==> config.mk <==
export PLATFORM = sky130hd
export DESIGN_NAME = display_scan_driver
export DESIGN_NICKNAME = d
export VERILOG_FILES = /design/src/rtl/alarm_disp_pkg.sv /design/src/rtl/scan_timer.sv /design/src/rtl/display_scan_driver.sv
export SDC_FILE = /design/constraint.sdc
export NUM_CORES = 1
export LEC_CHECK = 0
export CAP_MARGIN = 20
export CORE_MARGIN = 2
export CORE_UTILIZATION = 30
export DETAILED_ROUTE_END_ITERATION = 6
export GPL_ROUTABILITY_DRIVEN = 0
export PLACE_DENSITY = 0.46
export REMOVE_ABC_BUFFERS = 1
export SKIP_CTS_REPAIR_TIMING = 1
export SYNTH_ARGS = -nofsm -noshare
export SYNTH_HDL_FRONTEND = slang
export SYNTH_SLANG_ARGS = --single-unit
==> constraint.sdc <==
create_clock -name Clk -period 1.8 [get_ports Clk]
set_input_delay 0.36 -clock Clk [delete_from_list [all_inputs] [get_ports Clk]]
set_output_delay 0.36 -clock Clk [all_outputs]
set_load 0.01 [all_outputs]
==> src/rtl/alarm_disp_pkg.sv <==
// ---------------------------------------------------------------------------
// alarm_disp_pkg
// Shared constants and types for the alarm-clock display scan path.
//   NUM_DIGITS      : number of multiplexed digit positions
//   digit_t         : digit index type (DIG_MINS0 .. DIG_DAYS)
//   seg_t           : one 7-segment code, bit SEG_A .. bit SEG_G, active-high
//   SEG_BLANK       : all segments off
//   is_time_digit() : true for the four time digits (the ones that blink)
// ---------------------------------------------------------------------------
package alarm_disp_pkg;

   localparam int unsigned NUM_DIGITS = 5;

   // Segment bit positions inside a 7-segment code.
   localparam int unsigned SEG_A = 0;
   localparam int unsigned SEG_B = 1;
   localparam int unsigned SEG_C = 2;
   localparam int unsigned SEG_D = 3;
   localparam int unsigned SEG_E = 4;
   localparam int unsigned SEG_F = 5;
   localparam int unsigned SEG_G = 6;

   typedef logic [SEG_G:SEG_A] seg_t;
   typedef logic [2:0]         digit_t;

   localparam seg_t SEG_BLANK = 7'b0;

   // Digit positions; the value is also the bit position in the anode bus.
   localparam digit_t DIG_MINS0  = 3'd0;
   localparam digit_t DIG_MINS1  = 3'd1;
   localparam digit_t DIG_HOURS0 = 3'd2;
   localparam digit_t DIG_HOURS1 = 3'd3;
   localparam digit_t DIG_DAYS   = 3'd4;

   function automatic logic is_time_digit(input digit_t d);
      return (d <= DIG_HOURS1);
   endfunction

endpackage

==> src/rtl/scan_timer.sv <==
// ---------------------------------------------------------------------------
// scan_timer
// Scan timebase for the display driver: digit-slot prescaler, digit index
// and the frame-based blink phase.
//   Clk, Clr        : clock, synchronous active-high reset
//   i_dblink_new    : dblink as it is being captured this cycle
//   i_dblink_snap   : dblink held in the snapshot for the current frame
//   o_slot_active   : current slot is past its anti-ghosting blank time
//   o_digit         : current digit index
//   o_frame_end     : last cycle of a frame (capture cycle), combinational
//   o_bph           : blink phase, 1 = time digits lit
// ---------------------------------------------------------------------------
module scan_timer
   import alarm_disp_pkg::*;
#(
   parameter int SCAN_DIV     = 1000,
   parameter int BLANK_CYCLES = 2,
   parameter int BLINK_FRAMES = 50
) (
   input  logic   Clk,
   input  logic   Clr,
   input  logic   i_dblink_new,
   input  logic   i_dblink_snap,
   output logic   o_slot_active,
   output digit_t o_digit,
   output logic   o_frame_end,
   output logic   o_bph
);

   localparam int PW = (SCAN_DIV > 1) ? $clog2(SCAN_DIV) : 1;
   localparam int FW = (BLINK_FRAMES > 1) ? $clog2(BLINK_FRAMES) : 1;

   localparam logic [PW-1:0] P_LAST  = PW'(SCAN_DIV - 1);
   localparam logic [PW-1:0] P_BLANK = PW'(BLANK_CYCLES);
   localparam logic [FW-1:0] F_LAST  = FW'(BLINK_FRAMES - 1);

   logic [PW-1:0] r_p;
   digit_t        r_d;
   logic [FW-1:0] r_f;
   logic          r_bph;

   logic w_p_wrap;
   logic w_frame_end;

   assign w_p_wrap    = (r_p == P_LAST);
   assign w_frame_end = w_p_wrap && (r_d == DIG_DAYS);

   always_ff @(posedge Clk) begin
      if (Clr) begin
         r_p   <= '0;
         r_d   <= DIG_MINS0;
         r_f   <= '0;
         r_bph <= 1'b1;
      end else begin
         r_p <= w_p_wrap ? '0 : r_p + 1'b1;
         if (w_p_wrap) begin
            r_d <= (r_d == DIG_DAYS) ? DIG_MINS0 : r_d + 1'b1;
         end
         if (w_frame_end) begin
            // Dropping dblink parks the phase in "on" so the next blink
            // sequence always starts lit. Counting only runs for frames that
            // were already blinking, which gives a full lit half-period first.
            if (!i_dblink_new) begin
               r_f   <= '0;
               r_bph <= 1'b1;
            end else if (i_dblink_snap) begin
               if (r_f == F_LAST) begin
                  r_f   <= '0;
                  r_bph <= ~r_bph;
               end else begin
                  r_f <= r_f + 1'b1;
               end
            end
         end
      end
   end

   generate
      if (BLANK_CYCLES == 0) begin : g_no_blank
         assign o_slot_active = 1'b1;
      end else begin : g_blank
         assign o_slot_active = (r_p >= P_BLANK);
      end
   endgenerate

   assign o_digit     = r_d;
   assign o_frame_end = w_frame_end;
   assign o_bph       = r_bph;

endmodule

==> src/rtl/display_scan_driver.sv <==
// ---------------------------------------------------------------------------
// display_scan_driver
// Time-multiplexes the alarm-clock display codes onto one shared segment bus
// and a 5-line digit-enable bus. Inputs are snapshotted once per frame (no
// tearing), each digit slot starts with blank time (anti-ghosting), and the
// time digits blink while the captured dblink is high.
//   Clk, Clr                  : clock, synchronous active-high reset
//   hours1..mins0, days       : 7-segment codes, active-high, bit0 = a
//   am, pm                    : DP indicators (hours1 DP, mins0 DP)
//   dblink                    : blink request for the four time digits
//   seg_out, dp_out           : shared segment / DP lines (SEG_ACTIVE_LOW)
//   an_out                    : digit enables, bit = digit index (AN_ACTIVE_LOW)
//   frame_tick                : one-cycle pulse after each completed frame
// All pins are registered: the pattern lags the scan counters by one clock.
// ---------------------------------------------------------------------------
module display_scan_driver
   import alarm_disp_pkg::*;
#(
   parameter int SCAN_DIV       = 1000,
   parameter int BLANK_CYCLES   = 2,
   parameter int BLINK_FRAMES   = 50,
   parameter int SEG_ACTIVE_LOW = 1,
   parameter int AN_ACTIVE_LOW  = 1
) (
   input  logic       Clk,
   input  logic       Clr,
   input  logic [6:0] hours1,
   input  logic [6:0] hours0,
   input  logic [6:0] mins1,
   input  logic [6:0] mins0,
   input  logic [6:0] days,
   input  logic       am,
   input  logic       pm,
   input  logic       dblink,
   output logic [6:0] seg_out,
   output logic       dp_out,
   output logic [4:0] an_out,
   output logic       frame_tick
);

   // Frame snapshot
   seg_t [NUM_DIGITS-1:0] r_code;
   logic                  r_am;
   logic                  r_pm;
   logic                  r_dblink;

   // Registered pin values (logical polarity: 1 = lit / enabled)
   logic [NUM_DIGITS-1:0] r_an;
   seg_t                  r_seg;
   logic                  r_dp;
   logic                  r_frame_tick;

   logic                  w_slot_active;
   digit_t                w_digit;
   logic                  w_frame_end;
   logic                  w_bph;
   logic [NUM_DIGITS-1:0] w_an;
   seg_t                  w_seg;
   logic                  w_dp;

   scan_timer #(
      .SCAN_DIV     (SCAN_DIV),
      .BLANK_CYCLES (BLANK_CYCLES),
      .BLINK_FRAMES (BLINK_FRAMES)
   ) u_scan_timer (
      .Clk           (Clk),
      .Clr           (Clr),
      .i_dblink_new  (dblink),
      .i_dblink_snap (r_dblink),
      .o_slot_active (w_slot_active),
      .o_digit       (w_digit),
      .o_frame_end   (w_frame_end),
      .o_bph         (w_bph)
   );

   // Capture on the last cycle of the days slot; the whole next frame then
   // shows one consistent set of values.
   always_ff @(posedge Clk) begin
      if (Clr) begin
         r_code   <= '0;
         r_am     <= 1'b0;
         r_pm     <= 1'b0;
         r_dblink <= 1'b0;
      end else if (w_frame_end) begin
         r_code[DIG_MINS0]  <= mins0;
         r_code[DIG_MINS1]  <= mins1;
         r_code[DIG_HOURS0] <= hours0;
         r_code[DIG_HOURS1] <= hours1;
         r_code[DIG_DAYS]   <= days;
         r_am               <= am;
         r_pm               <= pm;
         r_dblink           <= dblink;
      end
   end

   always_comb begin
      w_an  = '0;
      w_seg = SEG_BLANK;
      w_dp  = 1'b0;
      if (w_slot_active) begin
         w_an = NUM_DIGITS'(1) << w_digit;
         case (w_digit)
            DIG_MINS0:  w_seg = r_code[DIG_MINS0];
            DIG_MINS1:  w_seg = r_code[DIG_MINS1];
            DIG_HOURS0: w_seg = r_code[DIG_HOURS0];
            DIG_HOURS1: w_seg = r_code[DIG_HOURS1];
            DIG_DAYS:   w_seg = r_code[DIG_DAYS];
            default:    w_seg = SEG_BLANK;
         endcase
         w_dp = ((w_digit == DIG_HOURS1) && r_am) || ((w_digit == DIG_MINS0) && r_pm);
         // Off-phase blanks the time digits but keeps the anode on so the
         // slot timing (and perceived brightness of days) is unchanged.
         if (!w_bph && is_time_digit(w_digit)) begin
            w_seg = SEG_BLANK;
            w_dp  = 1'b0;
         end
      end
   end

   always_ff @(posedge Clk) begin
      if (Clr) begin
         r_an         <= '0;
         r_seg        <= SEG_BLANK;
         r_dp         <= 1'b0;
         r_frame_tick <= 1'b0;
      end else begin
         r_an         <= w_an;
         r_seg        <= w_seg;
         r_dp         <= w_dp;
         r_frame_tick <= w_frame_end;
      end
   end

   // Pin polarity is a static function of the parameters.
   assign seg_out    = (SEG_ACTIVE_LOW != 0) ? ~r_seg : r_seg;
   assign dp_out     = (SEG_ACTIVE_LOW != 0) ? ~r_dp  : r_dp;
   assign an_out     = (AN_ACTIVE_LOW  != 0) ? ~r_an  : r_an;
   assign frame_tick = r_frame_tick;

endmodule
After elaboration in Yosys (flattened, before gate mapping)
Index checks and enable logic that the tools add are counted.

storage, ports and cells
  bits in registers = 72
  input port bits = 40
  output and inout bits = 14
  logic and storage cells = 55

operators by class
  add/subtract/negate cells = 3
  magnitude comparators = 2
  equality and inequality tests = 8
  shifts and indexed selects = 1
  multiplexer cells = 8
  bitwise gates (word level) = 5
  reductions and logical operators = 12

operator list
  operator               number
  $pmux 7 s5             1
  $mux 6                 3
  $add 10x1->10 const B  1
  $eq 10x10->1 const B   1
  $ge 10x2->1 const B    1
  $not 7->7              1
  $add 6x1->6 const B    1
  $eq 3x2->1 const B     2
  $eq 6x6->1 const B     1
  $not 5->5              1
  $shl 1x3->5 const A    1
  $logic_and 1x1->1      4
  $ne 2x1->1 const B     2
  $reduce_or 2->1        2
  $add 3x1->3 const B    1
  $eq 3x1->1 const B     1
  $eq 3x3->1 const B     1
  $le 3x2->1 const B     1
  $logic_not 3->1        1
  $mux 1                 3
  $mux 3                 1
  $not 1->1              3
  $reduce_and 3->1       1
  $reduce_or 3->1        1
  other kinds (3)        3

Depth between registers and ports, before layout
  depth after elaboration = 4
  depth in mapped cells = 8
  gate-level depth less buffers = 6

Modules after synthesis
A second synthesis with hierarchy kept.

unflattened totals
  cell total of the unflattened synthesis = 337
  area total of the unflattened synthesis = 3,204.3 µm²

by module, submodules not included
  module               instances  cells each  area an instance (µm²)  sequential area each (µm²)
  display_scan_driver  1          208         2,115.8                 1,041.0
  scan_timer           1          129         1,088.5                 400.4

Least setup slack after synthesis
No wires, ideal clock.

  kind = register to register
  from = register u_scan_timer.r_d[0] (netlist: u_scan_timer.o_digit[0])
  to = register u_scan_timer.r_d[2] (netlist: u_scan_timer.o_digit[2])
  setup time = 0.070 ns
  data arrival time = 1.507 ns
  data required time = 1.730 ns
  path slack = 0.222 ns
  stages on the path, launching flop included = 7
  buffers on the path = 1
  period minus slack after synthesis = 1.578 ns
  cell sequence = dfxtp_1 inv_1 ha_1 and2_1 buf_2 or3_1 a21oi_1

on the way
  cells in the longest elaborated chain, start to end = 2
  elaborated cells on any way between the ends = 3
  those cells by class = add/sub (1); eq/ne (1); mux (1)

ends and longest elaborated chain
  item                                       line              text
  start: declaration                         scan_timer.sv:38  digit_t r_d;
  start signal: assignment                   scan_timer.sv:57  r_d <= (r_d == DIG_DAYS) ? DIG_MINS0 : r_d + 1'b1;
  $add 3x1->3 or $eq 3x3->1 (tied branches)  scan_timer.sv:57
  $mux 3 *                                   scan_timer.sv:57

Every way passes the cells marked *; elsewhere a longest branch is shown, timed or not.
A chain may end at the register's enable or synchronous reset.

Worst setup path in the final report
  from = register u_scan_timer.r_p[0]
  to = register r_code[24] in the netlist's numbering

on the way
  cells in the longest elaborated chain, start to end = 2

ends and longest elaborated chain
  item                            line                       text
  start: declaration              scan_timer.sv:37           logic [PW-1:0] r_p;
  start signal: assignment        scan_timer.sv:55           r_p <= w_p_wrap ? '0 : r_p + 1'b1;
  $eq 10x10->1                    scan_timer.sv:45           assign w_p_wrap = (r_p == P_LAST);
  $logic_and 1x1->1               scan_timer.sv:46           assign w_frame_end = w_p_wrap && (r_d == DIG_DAYS);
  end signal: indexed assignment  display_scan_driver.sv:85  r_code[DIG_MINS0] <= mins0;
  end signal: indexed assignment  display_scan_driver.sv:86  r_code[DIG_MINS1] <= mins1;
  end signal: indexed assignment  display_scan_driver.sv:87  r_code[DIG_HOURS0] <= hours0;
  end: declaration                display_scan_driver.sv:42  seg_t [NUM_DIGITS-1:0] r_code;

Every way passes these cells.

==> flow_results.xml <==
<?xml version="1.0" encoding="UTF-8"?>
<metrics>
  <group name="run_status">
    <metric name="outcome" unit="">completed</metric>
  </group>
  <group name="timing">
    <metric name="final_report_max_slew_violation_count" unit="">0</metric>
    <metric name="finalCriticalPeriod" unit="ns">1.73</metric>
    <metric name="timing.final.setup_violations" unit="">0</metric>
    <metric name="final_period_util" unit="%">95.9</metric>
    <metric name="finalClockSkew" unit="ns">0.0111</metric>
    <metric name="fin_ws" unit="ns">0.0746</metric>
    <metric name="worstMarginPinSlew" unit="ns">0.440</metric>
    <metric name="hold_viol_final" unit="">0</metric>
    <metric name="timing.fmax" unit="GHz">0.580</metric>
    <metric name="slew_headroom" unit="%">70.5</metric>
  </group>
  <group name="critical_path">
    <metric name="setup.worst_path.end" unit="">r_code[24]$_SDFFE_PP0P_</metric>
    <metric name="setup.reg_to_reg.worst_slack" unit="ns">0.07</metric>
    <metric name="critPathLaunch" unit="">u_scan_timer.r_p[0]$_SDFF_PP0_</metric>
    <metric name="timing.setup.critical_path_class" unit="">flop to flop</metric>
    <metric name="crit_fanout" unit="">19</metric>
    <metric name="rr_endpoint" unit="">r_code[24]$_SDFFE_PP0P_</metric>
    <metric name="crit_required" unit="ns">2.09</metric>
    <metric name="worstSetupEndpointType" unit="">flop</metric>
    <metric name="timing.critical_path.cells" unit="">ha_4, nand4bb_1, buf_4, nor4_4, buf_4, clkbuf_16, nand2_1, a21oi_1</metric>
    <metric name="timing.critical_path.slowest_stage_cell" unit="">sky130_fd_sc_hd__dfxtp_4</metric>
    <metric name="worst_r2r_path_depth" unit="">8</metric>
    <metric name="critical-path-top-cell-by-count" unit="">sky130_fd_sc_hd__buf_4</metric>
    <metric name="cp_slowest_stage_delay" unit="ns">0.37</metric>
    <metric name="timing.rr.start" unit="">u_scan_timer.r_p[0]$_SDFF_PP0_</metric>
    <metric name="cp-start-kind" unit="">flop</metric>
    <metric name="worstPathArrival" unit="ns">2.01</metric>
  </group>
  <group name="detailed_routing">
    <metric name="routed_via_density" unit="">4.73</metric>
    <metric name="detail_route.drc_violations" unit="">0</metric>
    <metric name="drtPass1Iterations" unit="">4</metric>
    <metric name="drt_wl_total" unit="um">8200</metric>
    <metric name="violation_count_after_the_first_detailed_routing_iteration" unit="">95</metric>
    <metric name="antenna_violating_nets_post_route" unit="">0</metric>
    <metric name="routed_wire_length_per_instance" unit="um">14.0</metric>
    <metric name="detailroute.via_count" unit="">2772</metric>
  </group>
  <group name="floorplan">
    <metric name="die_width" unit="um">106</metric>
    <metric name="dieArea" unit="mm^2">0.0112</metric>
    <metric name="die_height" unit="um">106</metric>
    <metric name="number_of_cell_rows" unit="">37</metric>
    <metric name="core_area" unit="mm^2">0.0102</metric>
    <metric name="ioPinCount" unit="">54</metric>
    <metric name="initial_core_util" unit="%">30.5</metric>
  </group>
  <group name="finish">
    <metric name="most-common-layout-cells" unit="">94 x sky130_fd_sc_hd__nand2_1, 70 x sky130_fd_sc_hd__dfxtp_1, 52 x sky130_fd_sc_hd__clkdlybuf4s50_1</metric>
    <metric name="leading_cell_type_in_the_layout_fill_and_taps_excluded" unit="">sky130_fd_sc_hd__nand2_1</metric>
    <metric name="layout-drive-gt1-share" unit="%">11.8</metric>
    <metric name="layoutNonFillerInstCount" unit="">586</metric>
    <metric name="num-fill-cells" unit="">1066</metric>
    <metric name="areaGrowthSynthToFinish" unit="%">32.4</metric>
    <metric name="sequential_cell_area" unit="mm^2">0.00145</metric>
    <metric name="multi_input_comb_area" unit="mm^2">0.00150</metric>
    <metric name="antenna_cells_inserted" unit="">0</metric>
    <metric name="nets" unit="">494</metric>
  </group>
  <group name="grt">
    <metric name="grt_first_pass_wirelength" unit="um">13000</metric>
    <metric name="grt_max_degree" unit="">39</metric>
    <metric name="first_global_vias" unit="">2717</metric>
    <metric name="grt_use_total" unit="%">14.8</metric>
    <metric name="gr-total-overflow" unit="">0</metric>
    <metric name="antenna_violations_before_repair" unit="">0</metric>
  </group>
  <group name="job">
    <metric name="max_cap_viol_count" unit="">0</metric>
  </group>
  <group name="cts">
    <metric name="clkSlewWorstSetupHoldPaths" unit="ns">0.09</metric>
    <metric name="insertion_delay" unit="ns">0.36</metric>
    <metric name="cts.sinks" unit="">72</metric>
    <metric name="cts_buf_count" unit="">9</metric>
    <metric name="clock_tree.buffer_depth" unit="">2</metric>
    <metric name="cts_max_level" unit="">3</metric>
    <metric name="clock_tree_from_tritoncts" unit="">yes</metric>
    <metric name="cts.root.buffer_cell" unit="">sky130_fd_sc_hd__clkbuf_8</metric>
  </group>
  <group name="logic_synthesis">
    <metric name="synth_top_cells_by_area" unit="">sky130_fd_sc_hd__dfxtp_1 46%, sky130_fd_sc_hd__nand2_1 11%, sky130_fd_sc_hd__a21oi_1 7.7%, sky130_fd_sc_hd__a22oi_1 3.6%, sky130_fd_sc_hd__ha_1 3.6%</metric>
    <metric name="ys_warn_count" unit="">0</metric>
    <metric name="number_of_flops_mapped_to_enable_cells_by_yosys" unit="">0</metric>
    <metric name="synth_largest_area_cell" unit="">sky130_fd_sc_hd__dfxtp_1</metric>
    <metric name="yosysTopAreaCellShare" unit="%">46.4</metric>
    <metric name="postSynthAreaPerCell" unit="um^2">8.18</metric>
    <metric name="synthFlopType" unit="">sky130_fd_sc_hd__dfxtp_1</metric>
    <metric name="synthesis.area" unit="mm^2">0.00311</metric>
    <metric name="ys_async_sr_fraction" unit="%">0</metric>
    <metric name="synth-seq-cells" unit="">72</metric>
    <metric name="yosys.cell_types.count" unit="">41</metric>
    <metric name="ys_seq_area_share" unit="%">46.4</metric>
    <metric name="post_synth_inst_count" unit="">380</metric>
  </group>
  <group name="worst_hold_path">
    <metric name="hold_path.startpoint" unit="">Clr</metric>
    <metric name="hold_crit_path_type" unit="">input port to flop</metric>
  </group>
  <group name="pwr">
    <metric name="cellPowerDensity" unit="mW/mm^2">735</metric>
    <metric name="vdd_ir_drop_max" unit="V">0.000346</metric>
    <metric name="static-leakage-power" unit="nW">1.40</metric>
  </group>
  <group name="place">
    <metric name="dp_worst_setup_slack" unit="ns">0.0579</metric>
    <metric name="dp_cells" unit="">568</metric>
    <metric name="numPortBuffers" unit="">53</metric>
    <metric name="hpwl" unit="um">5450</metric>
  </group>
</metrics>
-- synth_stat cells (all sizes together), types with 8 or more instances --
| cell | number |
|---|---|
| nor2 | 17 |
| nand2 | 94 |
| dfxtp | 72 |
| a22oi | 15 |
| clkbuf | 11 |
| nand3 | 8 |
| ha | 9 |
| a31oi | 8 |
| buf | 11 |
| inv | 20 |
| a21oi | 48 |
-- per-stage QoR --
stage / hold slack, ns / util, % / power (mW) / setup TNS (ns) / instance area (um^2)
global route: 0.314 / 40.4 / 3.15 / -0.0387 / 4110
global placement: 0.437 / 37.9 / 1.84 / 0 / 3860
CTS: 0.305 / 39.8 / 3.07 / 0 / 4050
detailed placement: 0.443 / 37.9 / 1.84 / 0 / 3860
finish: 0.314 / 40.4 / 3.02 / 0 / 4110
floorplan: 0.421 / - / 1.69 / -17.43 / 2990
-- final cells by class --
| type | count | area share [%] |
|---|---|---|
| well taps | 136 | 4.14 |
| clock inverters | 7 | 1.58 |
| clock buffers | 9 | 3.01 |
| repair buffers | 76 | 17.8 |
| inverters | 20 | 1.82 |
| flip-flops and latches | 72 | 35.2 |
| multi-input cells | 266 | 36.5 |
-- per-layer routing --
metal  vias to the layer above  GRT usage [%]  routed length, um
li1                       1424              -                  -
met1                      1285           18.1               3830
met2                        54           24.6               3930
met3                         9           3.77                333
met4                         0           6.20                104
met5                         -              0                  0
-- state kept, by name, summed over array words and instances, names as in the netlist --
signal                flops
r_seg                     7
r_am                      1
r_code                   35
r_an                      5
frame_tick                1
r_pm                      1
u_scan_timer.r_p         10
r_dp                      1
u_scan_timer.r_f          6
u_scan_timer.o_bph        1
u_scan_timer.o_digit      3
r_dblink                  1
-- worst max-delay path, delay by kind of cell, from the launching register on --
family,cells,cell delay (ns)
fa+ha+maj,1,0.16
flops,1,0.37
buf+inv,3,0.56
simple gates,3,0.43
compound gates,1,0.14
-- kinds of logic (layout without fill, tap and decap cells) --
family / after synthesis / count (layout) / share of synthesized area (%)
XOR/XNOR: 8 / 8 / 2.25
AO/OA/AOI/OAI: 83 / 83 / 15.7
adder cells (fa/ha/maj): 9 / 9 / 3.62
buffers and inverters: 42 / 112 / 6.08
AND/OR/NAND/NOR: 165 / 165 / 25.6
flip-flops: 72 / 72 / 46.4
multiplexers: 1 / 1 / 0.322
-- worst min path at each step --
stage | end | slack, ns | depth (start not counted)
5_1_grt | u_scan_timer.o_digit[0]$_SDFFE_PP0N_ | 0.31 | 2
2_1_floorplan | r_dblink$_SDFFE_PP0P_ | 0.42 | 2
3_3_place_gp | r_dblink$_SDFFE_PP0P_ | 0.44 | 2
4_1_cts | u_scan_timer.o_digit[0]$_SDFFE_PP0N_ | 0.31 | 2
3_5_place_dp | r_code[1]$_SDFFE_PP0P_ | 0.44 | 2
6_report | u_scan_timer.o_digit[0]$_SDFFE_PP0N_ | 0.31 | 2
-- where the power goes --
group / switching [mW] / total, mW / leakage [nW] / internal (mW)
registers: 0.00603 / 1.61 / 0.581 / 1.60
logic: 0.0823 / 0.197 / 0.726 / 0.115
clock network: 0.690 / 1.22 / 0.0938 / 0.531
total: 0.778 / 3.02 / 1.40 / 2.25
Note: power is estimated with default switching activity, not from simulation.
